===== config.mk =====
export PLATFORM = sky130hd
export DESIGN_NAME = rs232_rx
export DESIGN_NICKNAME = d
export VERILOG_FILES = /design/src/rtl/rs232_pkg.sv /design/src/rtl/rs232_sync2.sv /design/src/rtl/rs232_rx.sv
export SDC_FILE = /design/constraint.sdc
export NUM_CORES = 1
export LEC_CHECK = 0
export ABC_AREA = 0
export BUFFER_PORTS_ARGS = -buffer_cell sky130_fd_sc_hd__buf_2
export CAP_MARGIN = 20
export CELL_PAD_IN_SITES_DETAIL_PLACEMENT = 0
export CELL_PAD_IN_SITES_GLOBAL_PLACEMENT = 1
export CORE_MARGIN = 2
export CORE_UTILIZATION = 41
export CTS_CLUSTER_DIAMETER = 100
export DETAILED_ROUTE_END_ITERATION = 8
export PLACE_DENSITY = 0.84
export SYNTH_ARGS = -nofsm -noshare
export SYNTH_HDL_FRONTEND = slang
export SYNTH_SLANG_ARGS = --single-unit
export TNS_END_PERCENT = 5

===== constraint.sdc =====
create_clock -name CLK_RX -period 1.9 [get_ports CLK_RX]
set_clock_uncertainty 0.05 [all_clocks]
set_input_delay 0 -clock CLK_RX [delete_from_list [all_inputs] [get_ports CLK_RX]]
set_output_delay 0 -clock CLK_RX [all_outputs]
set_load 0.01 [all_outputs]

===== src/rtl/rs232_pkg.sv =====
// Shared definitions for the rs232 receiver/transmitter pair: state encoding,
// default line polarity and frame-length helper.
package rs232_pkg;

    typedef enum logic [2:0] {
        StIdle     = 3'd0,
        StStartChk = 3'd1,
        StDataSh   = 3'd2,
        StParChk   = 3'd3,
        StStopChk  = 3'd4,
        StWaitIdle = 3'd5
    } rs232_state_e;

    // Idle low, start high, matching the team transmitter.
    localparam bit IDLE_LEVEL_DEFAULT = 1'b0;

    // Total bits on the wire: start + data + optional parity + stop.
    function automatic int unsigned frame_bits(input int unsigned data_bits,
                                               input bit parity_en);
        return 32'd2 + data_bits + (parity_en ? 32'd1 : 32'd0);
    endfunction

endpackage


===== src/rtl/rs232_sync2.sv =====
// Two-flop synchroniser for an asynchronous pad input; reset value is
// configurable so the output can rest at the line's idle level.
module rs232_sync2 #(
    parameter bit RESET_VAL = 1'b0
) (
    input  logic clk_i,
    input  logic rst_ni,
    input  logic d_i,
    output logic q_o
);

    logic meta_q;
    logic sync_q;

    always_ff @(posedge clk_i or negedge rst_ni) begin
        if (!rst_ni) begin
            meta_q <= RESET_VAL;
            sync_q <= RESET_VAL;
        end else begin
            meta_q <= d_i;
            sync_q <= meta_q;
        end
    end

    assign q_o = sync_q;

endmodule


===== src/rtl/rs232_rx.sv =====
// Oversampling asynchronous serial receiver with single-entry holding register.
// Define RS232_RX_PARITY_EN to add an even-parity bit and the PARITY_ERR output.
module rs232_rx
    import rs232_pkg::*;
#(
    parameter int unsigned OVERSAMPLE = 16,
    parameter bit          IDLE_LEVEL = IDLE_LEVEL_DEFAULT,
    parameter int unsigned DATA_BITS  = 8
) (
    input  logic                 CLK_RX,
    input  logic                 RST,
    input  logic                 RX,
    output logic [DATA_BITS-1:0] DATA,
    output logic                 FULL,
    input  logic                 RD_EN,
    output logic                 DONE,
    output logic                 FRAME_ERR,
    output logic                 OVERRUN
`ifdef RS232_RX_PARITY_EN
    ,
    output logic                 PARITY_ERR
`endif
);

    localparam int unsigned TickW = $clog2(OVERSAMPLE);
    localparam int unsigned BitW  = $clog2(DATA_BITS + 1);

    localparam logic [TickW-1:0] TickLast = TickW'(OVERSAMPLE - 1);
    localparam logic [TickW-1:0] TickHalf = TickW'(OVERSAMPLE / 2 - 1);
    localparam logic [BitW-1:0]  BitLast  = BitW'(DATA_BITS - 1);
    localparam logic             StartLvl = ~IDLE_LEVEL;

    logic rx_s;

    rs232_sync2 #(
        .RESET_VAL (IDLE_LEVEL)
    ) u_sync (
        .clk_i  (CLK_RX),
        .rst_ni (RST),
        .d_i    (RX),
        .q_o    (rx_s)
    );

    rs232_state_e         state_q, state_d;
    logic [TickW-1:0]     tick_q, tick_d;
    logic [BitW-1:0]      bitcnt_q, bitcnt_d;
    logic [DATA_BITS-1:0] shreg_q, shreg_d;
    logic [DATA_BITS-1:0] data_q, data_d;
    logic                 full_q, full_d;
    logic                 done_q, done_d;
    logic                 ferr_q, ferr_d;
    logic                 overrun_q, overrun_d;
    logic                 load;
`ifdef RS232_RX_PARITY_EN
    logic                 par_bad_q, par_bad_d;
    logic                 perr_q, perr_d;
`endif

    always_comb begin
        state_d   = state_q;
        tick_d    = tick_q;
        bitcnt_d  = bitcnt_q;
        shreg_d   = shreg_q;
        ferr_d    = 1'b0;
        load      = 1'b0;
`ifdef RS232_RX_PARITY_EN
        par_bad_d = par_bad_q;
        perr_d    = 1'b0;
`endif

        unique case (state_q)
            StIdle: begin
                if (rx_s == StartLvl) begin
                    tick_d  = '0;
                    state_d = StStartChk;
                end
            end
            StStartChk: begin
                if (tick_q == TickHalf) begin
                    if (rx_s == StartLvl) begin
                        tick_d   = '0;
                        bitcnt_d = '0;
                        state_d  = StDataSh;
                    end else begin
                        state_d = StIdle;
                    end
                end else begin
                    tick_d = tick_q + 1'b1;
                end
            end
            StDataSh: begin
                if (tick_q == TickLast) begin
                    shreg_d  = {rx_s, shreg_q[DATA_BITS-1:1]};
                    bitcnt_d = bitcnt_q + 1'b1;
                    tick_d   = '0;
                    if (bitcnt_q == BitLast) begin
`ifdef RS232_RX_PARITY_EN
                        state_d = StParChk;
`else
                        state_d = StStopChk;
`endif
                    end
                end else begin
                    tick_d = tick_q + 1'b1;
                end
            end
`ifdef RS232_RX_PARITY_EN
            StParChk: begin
                if (tick_q == TickLast) begin
                    // Even parity: data plus parity bit must XOR to zero.
                    par_bad_d = ^{rx_s, shreg_q};
                    tick_d    = '0;
                    state_d   = StStopChk;
                end else begin
                    tick_d = tick_q + 1'b1;
                end
            end
`endif
            StStopChk: begin
                if (tick_q == TickLast) begin
                    if (rx_s == IDLE_LEVEL) begin
                        state_d = StIdle;
`ifdef RS232_RX_PARITY_EN
                        if (par_bad_q) begin
                            perr_d = 1'b1;
                        end else begin
                            load = 1'b1;
                        end
`else
                        load = 1'b1;
`endif
                    end else begin
                        // A bad stop bit outranks a parity error.
                        ferr_d  = 1'b1;
                        state_d = StWaitIdle;
                    end
                end else begin
                    tick_d = tick_q + 1'b1;
                end
            end
            StWaitIdle: begin
                if (rx_s == IDLE_LEVEL) begin
                    state_d = StIdle;
                end
            end
            default: state_d = StIdle;
        endcase
    end

    always_comb begin
        data_d    = data_q;
        full_d    = full_q;
        overrun_d = overrun_q;
        done_d    = 1'b0;

        if (RD_EN && full_q) begin
            full_d    = 1'b0;
            overrun_d = 1'b0;
        end

        if (load) begin
            if (!full_q || RD_EN) begin
                data_d = shreg_q;
                full_d = 1'b1;
                done_d = 1'b1;
            end else begin
                overrun_d = 1'b1;
            end
        end
    end

    always_ff @(posedge CLK_RX or negedge RST) begin
        if (!RST) begin
            state_q   <= StIdle;
            tick_q    <= '0;
            bitcnt_q  <= '0;
            shreg_q   <= '0;
            data_q    <= '0;
            full_q    <= 1'b0;
            done_q    <= 1'b0;
            ferr_q    <= 1'b0;
            overrun_q <= 1'b0;
`ifdef RS232_RX_PARITY_EN
            par_bad_q <= 1'b0;
            perr_q    <= 1'b0;
`endif
        end else begin
            state_q   <= state_d;
            tick_q    <= tick_d;
            bitcnt_q  <= bitcnt_d;
            shreg_q   <= shreg_d;
            data_q    <= data_d;
            full_q    <= full_d;
            done_q    <= done_d;
            ferr_q    <= ferr_d;
            overrun_q <= overrun_d;
`ifdef RS232_RX_PARITY_EN
            par_bad_q <= par_bad_d;
            perr_q    <= perr_d;
`endif
        end
    end

    assign DATA      = data_q;
    assign FULL      = full_q;
    assign DONE      = done_q;
    assign FRAME_ERR = ferr_q;
    assign OVERRUN   = overrun_q;
`ifdef RS232_RX_PARITY_EN
    assign PARITY_ERR = perr_q;
`endif

endmodule


=== Yosys cells after proc, flatten, opt, wreduce, memory -nomap -nowiden ===
Cells that the tools add are included.

* Add/subtract/negate cells: 2
* Equality and inequality tests: 15
* Multiplexer cells: 32
* Reductions and logical operators: 11

{| class="wikitable"
|+ Operators with widths
! cell !! count
|-
| $mux 4 || 7
|-
| $mux 3 || 7
|-
| $pmux 4 s4 || 1
|-
| $pmux 3 s5 || 1
|-
| $mux 1 || 14
|-
| $ne 2x2->1 const B || 6
|-
| $add 4x1->4 const B || 2
|-
| $eq 4x3->1 const B || 2
|-
| $pmux 4 s2 || 1
|-
| $eq 3x3->1 const B || 2
|-
| $reduce_and 2->1 || 3
|-
| $reduce_and 6->1 || 1
|-
| $eq 4x4->1 const B || 1
|-
| $ne 2x1->1 const B || 2
|-
| $reduce_and 4->1 || 1
|-
| $reduce_bool 4->1 || 1
|-
| $eq 3x1->1 const B || 1
|-
| $eq 3x2->1 const B || 1
|-
| $logic_not 3->1 || 1
|-
| $mux 2 || 1
|-
| $reduce_bool 2->1 || 1
|-
| $logic_and 1x1->1 || 1
|-
| $logic_not 1->1 || 1
|-
| $logic_or 1x1->1 || 1
|}

* Register bits after elaboration: 33
* Input bits: 4
* Output and inout bits: 12
* Word-level logic and storage cells: 71

=== Depth between registers and ports, before layout ===
Gate-level depths: netlist of the first run.

* Depth in word-level cells: 4
* Depth in mapped cells: 5
* Depth with buffers taken out: 5

=== Modules after synthesis ===
Synthesis of the first run repeated with hierarchy kept, for this count alone.

* Cell total of the unflattened synthesis: 136
* Area total of the unflattened synthesis: 1569.0 sq um

{| class="wikitable"
|+ Modules (own cells, without submodules)
! module !! times used !! cells each !! area an instance (sq um) !! sequential area each (sq um)
|-
| rs232_rx || 1 || 134 || 1519.0 || 775.7
|-
| rs232_sync2 || 1 || 2 || 50.0 || 50.0
|}

=== Worst setup path before layout of the first run ===
OpenSTA, ideal clock, no wires.

* Kind: register -> register
* From: register state_q[0]
* To: register data_q[0] (netlist: DATA[0])
* Data arrival time: 1.695 ns
* Data required time: 1.725 ns
* Path slack: 0.030 ns
* Cell stages (with the launch flop): 5
* Path buffers: 0
* Clock period less this slack: 1.870 ns
* Cell sequence: dfrtp_1 -> or3b_4 -> nor3_2 -> a21boi_4 -> mux2_2

* Cells in the longest elaborated chain, start to end: 3

{| class="wikitable"
|+ Ends and longest elaborated chain
! item !! RTL line !! source
|-
| from (decl) || rs232_rx.sv:44 || <nowiki>rs232_state_e state_q, state_d;</nowiki>
|-
| from (signal assigned) || rs232_rx.sv:174 || <nowiki>state_q <= StIdle;</nowiki>
|-
| from (signal assigned) || rs232_rx.sv:188 || <nowiki>state_q <= state_d;</nowiki>
|-
| $eq 3x3->1 || rs232_rx.sv:71 || <nowiki>unique case (state_q)</nowiki>
|-
| $mux 1 || rs232_rx.sv:71 ||
|-
| $reduce_and 2->1 (no line) || - ||
|-
| to (signal assigned) || rs232_rx.sv:192 || <nowiki>data_q <= data_d;</nowiki>
|-
| to (decl) || rs232_rx.sv:48 || <nowiki>logic [DATA_BITS-1:0] data_q, data_d;</nowiki>
|}

Every way passes these cells.
A chain may end at the register's enable or synchronous reset.

=== Worst setup path after layout of the first run ===
* From: register state_q[0]
* To: register data_q[5] (netlist: DATA[5])

The elaborated chain is that of the path after synthesis.

==> out/results.txt, run 1 <==
RSZ-0062 raised after global routing = yes
Hold Vio Cnt, Final = 0
CTS Sinks = 33
Port-buffer cells = 15
CTS tree = built
pre-CTS worst setup slack = -0.00894 ns
crit path cell chain = or3b_4 -> nor3_4 -> a21boi_4 -> buf_6 -> mux2_2
Die Span Y = 65.6 µm
I/O pins = 16
Pins Over Slew Limit = 0
WL final = 3.12 mm
total power = 2.00 mW
layout cells sized above 1 = 34.5%
Nets = 173
Final Cell Area = 1940 µm²
area added between synthesis and finish = 24.6%
sequential area share after synthesis = 53.0%
largest net degree at the start of global routing = 34
initial antenna violation count = 0
Max-Cap Viols = 0
final setup margin = 0.0694 ns
drt drc = 0
data arrival time of the worst path = 1.95 ns
CP Capture Type = flip-flop
maximum vdd drop = 0.983 mV
Netlist Area Pre-Place = 1560 µm²
total congestion overflow = 0
drt pass-1 iters = 5
Synth area leader = dfrtp_1
Initial Utilization = 42.5%
static leakage = 0.972 nW
critical path peak fanout = 6
leading post-synthesis cells by cell area = dfrtp_1 53%, mux2_2 12%, a21oi_1 3.5%, o21ai_0 3.2%, a21o_1 1.9%
CTS Buffer Depth = 2
reg2reg end = DATA[5]
Setup CP Type = reg2reg
fmax = 0.546 GHz
mean area per synthesized cell = 11.4 µm²
PwrDens = 1030 nW/µm²
final std cells w/o fill = 216
crit path time final = 1.83 ns
Placed Cells incl. Taps = 202
Die Area = 4310 µm²
Via Count = 1155
crit path capture = DATA[5]
hpwl dp = 2.22 mm
Final Cycle Share = 96.3%
Antenna Nets Post-Route = 0
Mapped Cells = 137
Largest stage delay, worst path = 0.42 ns
most common cell after layout, fill and taps aside = dfrtp_1
worst reg-to-reg path cell count = 5
Worst Path Required = 2.02 ns
Worst-path clk slew = 0.07 ns
Worst Tran Pin Value = 0.708 ns
most frequent cells in the layout = 32 x dfrtp_1, 17 x mux2_2, 15 x buf_2
outcome = finished clean
gr usage total = 17.3%
TritonCTS Buffers = 5
DP Area = 1740 µm²
HP Class = in2async
Setup TNS Final = 0 ns
DRT iter0 DRCs = 46
yosys warns = 0
vias per cell = 5.35
first-pass GRT wire length = 5.60 mm
antenna cells = 0
Core ar. = 3660 µm²
Syn Nets = 143
Yosys reg bits = 33
H-tree levels = 2
Max-slew headroom = 52.8%
number of global-route vias before repair = 1148
placer's final routability congestion estimate = 0.795
final setup fails = 0
Clock Latency Late Sink = 0.28 ns
Root Driver = clkbuf_8
Worst setup SP type = flip-flop
Die Wd = 65.6 µm
flop2flop setup slack = 0.07 ns
# rows = 22
Worst path slowest cell = or3b_4
Yosys cell types = 36
Synth top area share = 53.0%
reg-to-reg startpoint = state_q[0]
crit path from = state_q[0]
Wirelength per Cell = 14.4 µm
## what timing repair did
item,in CTS,in global routing
setup endpoints to repair,6,19
resized for setup,0,7
hold buffers,3,0
buffers inserted,2,1
endpoints found under the hold margin,35,0
## worst min-delay path by stage
stage / from / cells past startpoint / to
floorplan: RST / 0 / DATA[0]
global placement: RST / 1 / tick_q[3]
detailed placement: RST / 1 / tick_q[3]
CTS: RST / 2 / bitcnt_q[3]
global route: RX / 2 / u_sync.meta_q
finish: RST / 2 / state_q[0]
## cell families after synthesis
| logic type | after synthesis | share of synthesized area (%) |
|---|---|---|
| fa+ha+maj | 2 | 1.61 |
| flops | 33 | 53.0 |
| compound gates | 33 | 13.4 |
| simple gates | 40 | 15.6 |
| buf+inv | 9 | 2.33 |
| xor+xnor | 2 | 1.12 |
| mux | 18 | 12.9 |
## critical path, delay by kind of cell (launching register included)
family	cells	cell delay [ns]
and+or+nand+nor	2	0.60
DFF	1	0.38
AOI/OAI and AO/OA	1	0.22
muxes	1	0.33
buffers and inverters	1	0.14
## through the flow
| stage | hold slack [ns] | util, % |
|---|---|---|
| after floorplan | -0.346 | - |
| after global placement | 0.0322 | 47.6 |
| after detailed placement | 0.0452 | 47.6 |
| after CTS | 0.280 | 52.1 |
| after global routing | 0.303 | 53.0 |
| final | 0.260 | 53.0 |
## final cells by class
| cell class | count | area, µm² |
|---|---|---|
| Fill cell | 314 | 1720 |
| Sequential cell | 33 | 827 |
| Multi-Input combinational cell | 95 | 714 |
| Timing Repair Buffer | 30 | 215 |
| Clock buffer | 7 | 86.3 |
| Tap cell | 48 | 60.1 |
| Clock inverter | 1 | 30.0 |
| Inverter | 2 | 7.51 |
## power breakdown
part / leakage [nW] / internal [mW] / switching, mW
clock: 0.0585 / 0.427 / 0.242
combinational: 0.474 / 0.235 / 0.255
sequential: 0.440 / 0.764 / 0.0810
## flip-flops by register name, indices dropped and copies added, names as in the netlist
register and cells:
state_q 3, FRAME_ERR 1, tick_q 4, u_sync.q_o 1, OVERRUN 1, DONE 1
DATA 8, shreg_q 8, bitcnt_q 4, FULL 1, u_sync.meta_q 1
## synth_stat cells
| master | n |
|---|---|
| and2_1 | 1 |
| a22oi_1 | 2 |
| buf_2 | 1 |
| or3b_4 | 1 |
| a22o_1 | 1 |
| ha_1 | 2 |
| nand4_1 | 2 |
| o211ai_1 | 2 |
| o32ai_1 | 1 |
| nor3_2 | 1 |
| nor3b_1 | 1 |
| clkbuf_2 | 1 |
| a21oi_1 | 11 |
| and3_1 | 4 |
| and2b_1 | 2 |
| and3b_1 | 1 |
| a211oi_1 | 1 |
| or2_2 | 1 |
| nand2b_1 | 3 |
| or4b_2 | 1 |
| or3_1 | 1 |
| a21boi_4 | 1 |
| o21ai_0 | 10 |
| mux2i_1 | 1 |
| nor2_1 | 5 |
| a21o_1 | 4 |
| xor2_1 | 2 |
| nand2_1 | 5 |
| nand3_1 | 5 |
| inv_1 | 2 |
| dfrtp_1 | 33 |
| clkbuf_1 | 5 |
| nor2b_1 | 4 |
| mux2_2 | 17 |
| or2b_1 | 1 |
| nor4bb_1 | 1 |
## routing by layer
layer | global-route usage (%) | wire (µm) | part of all wire [%]
met5 | 0 | 0 | 0
met3 | 4.45 | 176 | 5.6
met2 | 26.8 | 1580 | 51
met4 | 7.55 | 53 | 1.7
met1 | 23.0 | 1310 | 42
(Power assumes the default switching activity.)
==> run 2: changes to the inputs <==
--- a/config.mk
+++ b/config.mk
@@ -17,5 +17,6 @@
 export PLACE_DENSITY = 0.84
 export SYNTH_ARGS = -nofsm -noshare
 export SYNTH_HDL_FRONTEND = slang
+export SYNTH_HIERARCHICAL = 1
 export SYNTH_SLANG_ARGS = --single-unit
 export TNS_END_PERCENT = 5
==> run 2 against run 1 <==
Global-route usage fell by 1.7 points; register-to-register slack gained 0.03 ns; area after synthesis is 0.72% higher; worst setup slack better by 0.027 ns; non-clock buffer count decreased by 4; sequential cell count did not move; via count decreased by 4.8%.
==> out/results.txt, run 2 <==
mean area per synthesized cell = 11.5 µm² (+1.5%)
leading cell types by count after synthesis = 33 x dfrtp_1, 15 x mux2_2, 13 x o21ai_0, 10 x nor2_1, 6 x inv_1
drt pass-1 iters = 4 (-1)
DRT iter0 DRCs = 12 (-74%)
yosys warns = 6 (+6)
Via Count = 1100 (-4.8%)
Pins Over Slew Limit = 0 (unchanged)
Synth top area share = 52.6% (-0.38 points)
drt drc = 0 (unchanged)
antenna cells = 0 (unchanged)
outcome = finished clean
CTS Buffer Depth = 2 (unchanged)
maximum vdd drop = 0.742 mV (-25%)
initial antenna violation count = 0 (unchanged)
Worst path slowest cell = dfrtp_1
Syn Nets = 142 (-0.70%)
Root Driver = clkbuf_8
Die Span Y = 65.9 µm (+0.34%)
grt met2 use = 25.8% (-1.0 points)
critical path peak fanout = 10 (+4)
Final Cycle Share = 94.9% (-1.4 points)
Initial Utilization = 42.9% (+0.31 points)
I/O pins = 16 (unchanged)
hpwl dp = 2.08 mm (-6.4%)
TritonCTS Buffers = 5 (unchanged)
global routing usage on met3 = 5.11% (+0.66 points)
final setup fails = 0 (unchanged)
placer's final routability congestion estimate = 0.894 (+12%)
Hold Vio Cnt, Final = 0 (unchanged)
reg-to-reg startpoint = tick_q[0]
most common cell after layout, fill and taps aside = dfrtp_1
Wirelength per Cell = 14.3 µm (-0.94%)
met1 GRT Util = 18.4% (-4.6 points)
vias per cell = 5.24 (-2.0%)
gr usage total = 15.6% (-1.7 points)
Worst setup SP type = flip-flop
H-tree levels = 2 (unchanged)
crit path cell chain = ha_1 -> and3_1 -> buf_4 -> nand3_2 -> mux2_2
largest net degree at the start of global routing = 34 (unchanged)
Largest stage delay, worst path = 0.41 ns (about the same)
area added between synthesis and finish = 19.3%
sequential area share after synthesis = 52.6% (-0.38 points)
flop2flop setup slack = 0.1 ns (+0.03 ns)
fmax = 0.554 GHz (+1.5%)
Netlist Area Pre-Place = 1570 µm² (+0.72%)
pre-CTS worst setup slack = 0.0846 ns (+0.0935 ns)
first-pass GRT wire length = 5.04 mm (-10%)
fraction of registers with async set/reset = 100% (unchanged)
PwrDens = 1070 nW/µm² (+4.0%)
number of flops mapped to enable cells by yosys = 0 (unchanged)
CTS tree = built
Nets = 167 (-3.5%)
HP Class = in2async
total congestion overflow = 0 (unchanged)
CTS-repair resized insts = 0 (unchanged)
RSZ-0062 raised after global routing = no
Die Wd = 65.9 µm (+0.34%)
static leakage = 0.950 nW (-2.3%)
WL final = 3.00 mm (-3.7%)
leading post-synthesis cells by cell area = dfrtp_1 53%, mux2_2 11%, o21ai_0 4.1%, nor2_1 2.4%, xor2_1 1.7%
final setup margin = 0.0960 ns (+0.0266 ns)
Die Area = 4340 µm² (+0.67%)
Synth area leader = dfrtp_1
Yosys reg bits = 33 (unchanged)
fillers = 325 (+3.5%)
Max-slew headroom = 52.4% (-0.34 points)
Yosys cell types = 38 (+5.6%)
Antenna Nets Post-Route = 0 (unchanged)
most frequent cells in the layout = 33 x dfrtp_1, 15 x mux2_2, 15 x buf_2
# rows = 22 (unchanged)
Worst Path Required = 2.01 ns (about the same)
Clock Latency Late Sink = 0.28 ns (about the same)
Setup CP Type = reg2reg
busiest grt layer = met2
CP Capture Type = flip-flop
reg2reg end = shreg_q[5]
most common cell in the netlist = dfrtp_1
Max-Cap Viols = 0 (unchanged)
number of global-route vias before repair = 1136 (-1.0%)
Worst Tran Pin Value = 0.714 ns (+0.00514 ns)
data arrival time of the worst path = 1.92 ns (-0.03 ns)
CTS Sinks = 33 (unchanged)
Mapped Cells = 136 (-0.73%)
layout cells sized above 1 = 31.5% (-3.0 points)
worst reg-to-reg path cell count = 5 (unchanged)
Core ar. = 3660 µm² (unchanged)
Worst-path clk slew = 0.06 ns (about the same)
Setup TNS Final = 0 ns (unchanged)
prevailing post-synth register cell = dfrtp_1
Port-buffer cells = 15 (unchanged)
crit path time final = 1.80 ns (-0.0266 ns)
## run 2: changes by cell type after synthesis, sizes merged, moves of 3 or more
cell and change:
o21ai +3, buf +4, nand3 -3, a21oi -8, nor2 +5, nor2b -4, nor3 +4, inv +4
a21o -4
## run 2: worst max-delay path, delay by kind of cell (launching register included)
kind	cells	cell delay, ns
buf+inv	1	0.18
simple gates	2	0.46
fa+ha+maj	1	0.22
flops	1	0.41
mux	1	0.37
## run 2: cells by family after synthesis
logic type | count (synthesis) | synth area share, %
adders and majority gates | 2 | 1.59
DFF | 33 | 52.6
xor gates and xnor gates | 4 | 2.23
and+or+nand+nor | 35 | 13.7
buffers and inverters | 15 | 4.47
muxes | 18 | 12.8
AOI/OAI and AO/OA | 29 | 12.6
## run 2: report_power, final
| part | internal, mW | switching [mW] |
|---|---|---|
| Sequential | 0.763 | 0.0443 |
| Clock | 0.427 | 0.239 |
| Combinational | 0.236 | 0.302 |
| Total | 1.43 | 0.586 |
## run 2: layout make-up
class / instances / area [µm²] / area share (%)
clock buffers: 7 / 86.3 / 4.61
clock inverters: 1 / 30.0 / 1.60
inverters: 6 / 22.5 / 1.20
multi-input cells: 89 / 682 / 36.4
flip-flops and latches: 33 / 826 / 44.1
well taps: 48 / 60.1 / 3.21
repair buffers: 26 / 165 / 8.82
## run 2: how the worst max path moves through the flow
stage / from / to / slack, ns / cells after the start
2_1_floorplan: tick_q[0] / DATA[0] / 0.12 / 6
3_3_place_gp: tick_q[0] / DATA[4] / 0.16 / 5
3_5_place_dp: tick_q[0] / DATA[2] / 0.08 / 5
4_1_cts: tick_q[0] / DATA[2] / 0.06 / 5
5_1_grt: tick_q[0] / DATA[4] / 0.02 / 5
6_report: tick_q[0] / shreg_q[5] / 0.1 / 5
## run 2: timing repair
item | in CTS | in global routing
endpoints found under the hold margin | 36 | 0
endpoints found under the setup margin | 0 | 3
hold buffers | 3 | 0
setup buffers | 0 | 0
## run 2: routing by layer
metal  wire, µm  part of all wire, %
met3         81                  2.7
met5          0                    0
met4         72                  2.4
met1       1360                   45
met2       1490                   50
## run 2: per-stage QoR
step           cells  utilization [%]  power (mW)  hold WS (ns)  area, µm²
4_1_cts          209             50.9        2.03         0.278       1860
2_1_floorplan    136                -        1.22        -0.346       1570
3_3_place_gp     198             46.9        1.33        0.0310       1720
5_1_grt          210             51.1        2.13         0.301       1870
6_report         210             51.1        2.01         0.259       1870
3_5_place_dp     198             46.9        1.35        0.0467       1720
